### src/rtl/pipe_stage.sv
// pipe_stage: valid/ready pipeline register with flush squash and a saturating stall counter.
// Build option PIPE_STAGE_SKID_EN adds a skid entry so that ready_o is registered.
//   state | meaning
//   EMPTY | nothing held, data_o shows the bubble value
//   ONE   | main entry holds the payload presented on data_o
//   FULL  | main and skid entries both held (skid build only)
module pipe_stage #(
  parameter int unsigned WIDTH      = 32,
  parameter logic [31:0] BUBBLE_VAL = 32'h0000_0000,
  parameter int unsigned CNT_W      = 16
) (
  input  logic             clk_i,
  input  logic             rst_i,
  input  logic             valid_i,
  output logic             ready_o,
  input  logic [WIDTH-1:0] data_i,
  input  logic             flush_i,
  output logic             valid_o,
  input  logic             ready_i,
  output logic [WIDTH-1:0] data_o,
  output logic [1:0]       occupancy_o,
  output logic [CNT_W-1:0] stall_cnt_o
);

  localparam logic [WIDTH-1:0] BUBBLE = WIDTH'(BUBBLE_VAL);

  typedef enum logic [1:0] {
    EMPTY = 2'd0,
    ONE   = 2'd1,
    FULL  = 2'd2
  } state_t;

  state_t             state_q, state_d;
  logic               valid_q;
  logic [WIDTH-1:0]   main_q, main_d;
  logic [1:0]         occ_q;
  logic [CNT_W-1:0]   cnt_q, cnt_d;
  logic               accept, emit;

`ifdef PIPE_STAGE_SKID_EN
  logic [WIDTH-1:0]   skid_q, skid_d;
  logic               ready_q;

  assign ready_o = ready_q;
`else
  assign ready_o = ~valid_q | ready_i;
`endif

  assign accept = valid_i & ready_o & ~flush_i;
  assign emit   = valid_q & ready_i;

  always_comb begin
    state_d = state_q;
    main_d  = main_q;
`ifdef PIPE_STAGE_SKID_EN
    skid_d  = skid_q;
`endif
    case (state_q)
      EMPTY: begin
        if (accept) begin
          state_d = ONE;
          main_d  = data_i;
        end
      end
      ONE: begin
        if (accept && emit) begin
          main_d = data_i;
`ifdef PIPE_STAGE_SKID_EN
        end else if (accept) begin
          state_d = FULL;
          skid_d  = data_i;
`endif
        end else if (emit) begin
          state_d = EMPTY;
          main_d  = BUBBLE;
        end
      end
`ifdef PIPE_STAGE_SKID_EN
      FULL: begin
        if (emit) begin
          state_d = ONE;
          main_d  = skid_q;
          skid_d  = BUBBLE;
        end
      end
`endif
      default: begin
        state_d = EMPTY;
        main_d  = BUBBLE;
      end
    endcase
    // Squash wins over both accept and emit.
    if (flush_i) begin
      state_d = EMPTY;
      main_d  = BUBBLE;
`ifdef PIPE_STAGE_SKID_EN
      skid_d  = BUBBLE;
`endif
    end
  end

  assign cnt_d = (valid_q && !ready_i && !(&cnt_q)) ? cnt_q + CNT_W'(1) : cnt_q;

  always_ff @(posedge clk_i or posedge rst_i) begin
    if (rst_i) begin
      state_q <= EMPTY;
      valid_q <= 1'b0;
      main_q  <= BUBBLE;
      occ_q   <= 2'd0;
      cnt_q   <= '0;
`ifdef PIPE_STAGE_SKID_EN
      skid_q  <= BUBBLE;
      ready_q <= 1'b1;
`endif
    end else begin
      state_q <= state_d;
      valid_q <= (state_d != EMPTY);
      main_q  <= main_d;
      occ_q   <= (state_d == FULL) ? 2'd2 : ((state_d == ONE) ? 2'd1 : 2'd0);
      cnt_q   <= cnt_d;
`ifdef PIPE_STAGE_SKID_EN
      skid_q  <= skid_d;
      ready_q <= (state_d != FULL);
`endif
    end
  end

  assign valid_o     = valid_q;
  assign data_o      = main_q;
  assign occupancy_o = occ_q;
  assign stall_cnt_o = cnt_q;

endmodule

### config.mk
export PLATFORM = sky130hd
export DESIGN_NAME = pipe_stage
export DESIGN_NICKNAME = d
export VERILOG_FILES = /design/src/rtl/pipe_stage.sv
export SDC_FILE = /design/constraint.sdc
export NUM_CORES = 1
export LEC_CHECK = 0
export ABC_AREA = 0
export CORE_UTILIZATION = 42
export CTS_CLUSTER_DIAMETER = 40
export DETAILED_ROUTE_END_ITERATION = 10
export GPL_TIMING_DRIVEN = 0
export PLACE_DENSITY_LB_ADDON = 0.2
export SYNTH_ARGS = -nofsm -noshare
export SYNTH_HDL_FRONTEND = slang
export SYNTH_SLANG_ARGS = --single-unit
### constraint.sdc
create_clock -name clk_i -period 2.56 [get_ports clk_i]
set_clock_uncertainty 0.2 [all_clocks]
set_input_delay 0.512 -clock clk_i [delete_from_list [all_inputs] [get_ports clk_i]]
set_output_delay 0.512 -clock clk_i [all_outputs]
set_load 0.05 [all_outputs]
Word-level counts from Yosys, hierarchy flattened
Cells that the tools add are included.
{ "op_classes": {"mux": 12, "n_eq_ne": 5, "n_addsub": 1, "n_bitwise": 6, "reduce_logical": 9} }
{ "op_table": {"columns": ["cell", "n"], "rows": [
  ["$mux 32", 4],
  ["$pmux 32 s2", 1],
  ["$add 16x1->16 const B", 1],
  ["$reduce_and 16->1", 1],
  ["$mux 2", 5],
  ["$eq 2x1->1 const B", 2],
  ["$ne 4x4->1 const B", 1],
  ["$pmux 2 s2", 1],
  ["$and 1x1->1", 3],
  ["$logic_and 1x1->1", 3],
  ["$ne 3x3->1 const B", 1],
  ["$eq 2x2->1 const B", 1],
  ["$logic_not 1->1", 2],
  ["$logic_not 2->1", 1],
  ["$not 1->1", 2],
  ["$reduce_and 2->1", 1],
  ["$reduce_bool 2->1", 1],
  ["$mux 1", 1],
  ["$or 1x1->1", 1]
]} }
{ "word_totals": {"reg_bits": 53, "input_bits": 37, "word_cells": 38, "out_inout_bits": 52} }

Depth between registers and ports, before layout
{ "logic_depth": {"depth_word": 11, "mapped_depth": 5, "depth_no_buf": 5} }

Worst setup path before layout
Ideal clock, no wire load.
{ "synth_path": {"path_type": "reg2reg", "startpoint": "register cnt_q[0] (netlist: stall_cnt_o[0])", "endpoint": "register cnt_q[1] (netlist: stall_cnt_o[1])", "path_stages_with_launch": 6, "required_time_ns": 2.235, "slack_ns": 0.524, "arrival_time_ns": 1.711, "path_buffers": 0, "cell_sequence": "dfrtp_1 -> ha_1 -> and4_1 -> and4b_4 -> nor2_2 -> mux2_4"} }
{ "synth_between": {"elab_chain_len": 3} }
{ "synth_rtl": {"columns": ["item", "line", "source"], "rows": [
  ["from (decl)", "37", "logic [CNT_W-1:0] cnt_q, cnt_d;"],
  ["from (signal assigned)", "120", "cnt_q <= cnt_d;"],
  ["branches (longest 3 deep; another with $add 16x1->16)", null, null]
]} }
Parallel ways; which one is timed is not known.
A chain may end at the register's enable or synchronous reset.

Worst setup path in the final report
{ "layout_path": {"startpoint": "input port ready_i", "endpoint": "output port ready_o"} }
{ "layout_between": {"elab_chain_len": 1} }
{ "layout_rtl": {"columns": ["item", "line", "source"], "rows": [
  ["from (decl)", "19", "input logic ready_i,"],
  ["$or 1x1->1", "46", "assign ready_o = ~valid_q | ready_i;"],
  ["to (decl)", "15", "output logic ready_o,"]
]} }
No other way between the ends.

==> out/results.tsv <==
stage	metric	value	unit
setup_path	WS Path Type	in2out	
sta	RSZ-0062 raised after global routing	no	
setup_path	Worst Path Arrival	1740	ps
power_and_ir_drop	Net Sw Power	0.575	mW
global_route	initial antenna violation count	0	
setup_path	critical path, cell by cell	clkdlybuf4s50_1 -> nand2b_2 -> dlygate4sd2_1	
setup_path	Crit. Startpoint	ready_i	
clocking	CTS H-Tree Depth	2	
clocking	Root Driver	clkbuf_8	
global_route	vias in the first global route	1582	
logic_synthesis	Primary FF master, synth	dfrtp_1	
place	gp weighted congestion	0.744	
sta	Final Max Tran Viols	0	
power_and_ir_drop	power density cells	586	nW/um^2
logic_synthesis	Gate Count Post-Synth	159	
floorplan	Row Count	25	
clocking	TritonCTS Sinks	53	
floorplan	DIE HEIGHT	72.6	microns
setup_path	CP delay by family, top	buffers and inverters	
logic_synthesis	Synth top area share	63.4	%
layout	layout cells sized above 1	7.42	%
power_and_ir_drop	Pint	1.28	mW
setup_path	startpoint types	input pin	
place	DP HPWL	3270	microns
sta	hold_ws	303	ps
layout	sequential cell area	1330	sq um
setup_path	Critical Path Sink	ready_o	
global_route	GRT Util Overall	18.8	%
logic_synthesis	EDFF count, synth	0	
setup_path	Worst Setup End Kind	primary output	
logic_synthesis	Synth Register Bits	53	
clocking	Post-CTS Hold Fix Bufs	0	
layout	area taken by multi-input logic gates	733	sq um
logic_synthesis	Seq/Total Area, Yosys	63.4	%
global_route	first-pass GRT wire length	7490	microns
sta	final setup fails	0	
run	# Max-Cap Violations	0	
power_and_ir_drop	switch share	31.0	%
setup_path	Crit-path slowest cell	dlygate4sd2_1	
drt	routed len/inst	14.1	microns
logic_synthesis	Synth area leaders	dfrtp_1 (63%), a22o_1 (13%), xnor2_1 (3.8%)	
logic_synthesis	Yosys Warn Count	0	
power_and_ir_drop	Pleak	1.41	nW
layout	Ant. Diodes	0	
clocking	CTS tree	built	
global_route	grt ovf	0	
place	Cells after DPL	316	
clocking	total CTS buffers	5	
clocking	worst skew pair latency	300	ps
logic_synthesis	Yosys cell types	32	
setup_path	WP depth	3	
power_and_ir_drop	clock share of power	25.4	%
drt	Vias/cell	5.07	
drt	DR vias	1637	
setup_path	reg2reg end	stall_cnt_o[1]$_DFFE_PP0P_	
layout	Area Growth Syn to Fin	51.3	%
floorplan	Starting Density	44.0	%
setup_path	Reg2Reg Setup Slack	700	ps
power_and_ir_drop	Logic pwr share	23.9	%
drt	DRT Pass-1 Iters	4	
sta	Worst Tran Pin Value	533	ps
status	status	complete, no violations	
setup_path	R2R depth	5	
sta	fmax	407	MHz
layout	Layout Cells excl Fill	323	
sta	Final Hold Fails	0	
floorplan	area of the core	4750	sq um
logic_synthesis	Async SR Flop Fraction	100	%
sta	Slew headroom	64.4	%
sta	Final min period	2460	ps
setup_path	CP max stage delay	550	ps
logic_synthesis	syn avg cell area	13.2	sq um
place	# port buffers	88	
setup_path	RR Startpoint	stall_cnt_o[0]$_DFFE_PP0P_	
power_and_ir_drop	power share of the sequential group	50.7	%
clocking	Clock Pin Slew Worst Setup and Hold Paths	90	ps
floorplan	Top-Level Pins	89	
drt	total wire length	4570	microns
min_path	worst min-delay path class	reg2reg	
logic_synthesis	area leader, netlist	dfrtp_1	
drt	Remaining DRCs	0	
setup_path	largest fanout on the critical path	4	
layout	final net count	294	
logic_synthesis	area of the mapped netlist	2090	sq um
drt	Antenna Nets Post-Route	0	
clocking	Max Root-Sink Buffers	2	
floorplan	DIE AREA	5270	sq um
setup_path	CP Buf/Inv Count	2	
floorplan	Die Width	72.6	microns
layout	fill count	380	
sta	Final period util	95.9	%
power_and_ir_drop	Max rail drop VDD	466	uV
drt	initial DRC count	88	
logic_synthesis	count leader, synth	dfrtp_1	
power_and_ir_drop	total power	1.86	mW
logic_synthesis	Synth top cells by count	dfrtp_1 (53), a22o_1 (32), nor2_1 (9), xnor2_1 (9)	
setup_path	CP required	1850	ps
global_route	largest net degree at the start of global routing	30	
worst min path at each step:
| stage | start | endpoint | depth (start not counted) | slack [ps] |
|---|---|---|---|---|
| 2_1_floorplan | state_q[1]$_DFF_PP0_ | occupancy_o[0]$_DFF_PP0_ | 3 | 350 |
| 3_3_place_gp | stall_cnt_o[14]$_DFFE_PP0P_ | stall_cnt_o[14]$_DFFE_PP0P_ | 1 | 280 |
| 3_5_place_dp | data_o[10]$_DFFE_PP0P_ | data_o[10]$_DFFE_PP0P_ | 1 | 290 |
| 4_1_cts | stall_cnt_o[14]$_DFFE_PP0P_ | stall_cnt_o[14]$_DFFE_PP0P_ | 1 | 310 |
| 5_1_grt | data_o[15]$_DFFE_PP0P_ | data_o[15]$_DFFE_PP0P_ | 1 | 330 |
| 6_report | stall_cnt_o[14]$_DFFE_PP0P_ | stall_cnt_o[14]$_DFFE_PP0P_ | 1 | 300 |
cell type report:
| type | count | share of cell area (%) |
|---|---|---|
| tap | 67 | 2.65 |
| timing repair buffer | 89 | 28.4 |
| sequential | 53 | 41.9 |
| multi-input combinational | 99 | 23.2 |
| clock buffer | 7 | 2.73 |
| inverter | 2 | 0.237 |
| buffer | 6 | 0.948 |
state kept, by name, indices dropped and copies added (netlist names):
register	cells
valid_o	1
occupancy_o	2
stall_cnt_o	16
state_q	2
data_o	32
routing by layer:
layer  vias to the layer above  track usage, %  share of wire [%]
met5                         -               0                  0
met4                         0            5.88               0.55
met3                         2            6.49                6.2
met2                        49            29.5                 49
met1                       814            24.6                 44
li1                        772               -                  -
per-stage QoR:
stage | utilization [%] | worst slack, ps | cell area (sq um) | TNS [ps]
floorplan | - | 524 | 2100 | 0
global placement | 64.4 | -411 | 3060 | -21880
CTS | 66.6 | 95.4 | 3170 | 0
finish | 66.6 | 105 | 3170 | 0
detailed placement | 64.8 | -180 | 3080 | -180
global route | 66.6 | 68.4 | 3170 | 0
cell families after synthesis:
logic type | share of synthesized area (%)
compound gates | 16.6
xor+xnor | 6.28
fa+ha+maj | 0.598
buf+inv | 1.79
flops | 63.4
mux | 0.717
other cells | 0.179
simple gates | 10.5
layout by cell type (no fill, tap or decap), types with 2 or more instances in the layout:
cell / netlist / routed
o2111ai_1: 2 / 2
nor3_1: 2 / 2
nand3b_1: 2 / 2
conb_1: 1 / 2
a22o_1: 32 / 32
a21oi_1: 2 / 2
and4_1: 2 / 2
nor2_1: 9 / 9
clkdlybuf4s50_1: 0 / 87
nand2_1: 6 / 6
dfrtp_1: 53 / 53
nand4_1: 3 / 3
and3_1: 2 / 2
clkbuf_8: 0 / 6
nand3_1: 4 / 4
xor2_1: 6 / 6
o21ai_0: 2 / 2
buf_2: 6 / 6
xnor2_1: 9 / 9
power groups by stage:
stage | registers [mW] | logic [mW] | clock network (mW)
2_1_floorplan | 1.12 | 0.0927 | 0
3_3_place_gp | 0.956 | 0.438 | 0
3_5_place_dp | 0.956 | 0.450 | 0
4_1_cts | 0.942 | 0.449 | 0.485
5_1_grt | 0.951 | 0.468 | 0.516
6_report | 0.941 | 0.444 | 0.470
what timing repair did:
action / 4_1_cts / 5_1_grt
hold endpoints to repair: 0 / 0
buffers inserted: 0 / 0
setup endpoints to repair: 1 / 0
gates resized for setup: 1 / 0
No activity file was read; power rests on OpenSTA's default activity.
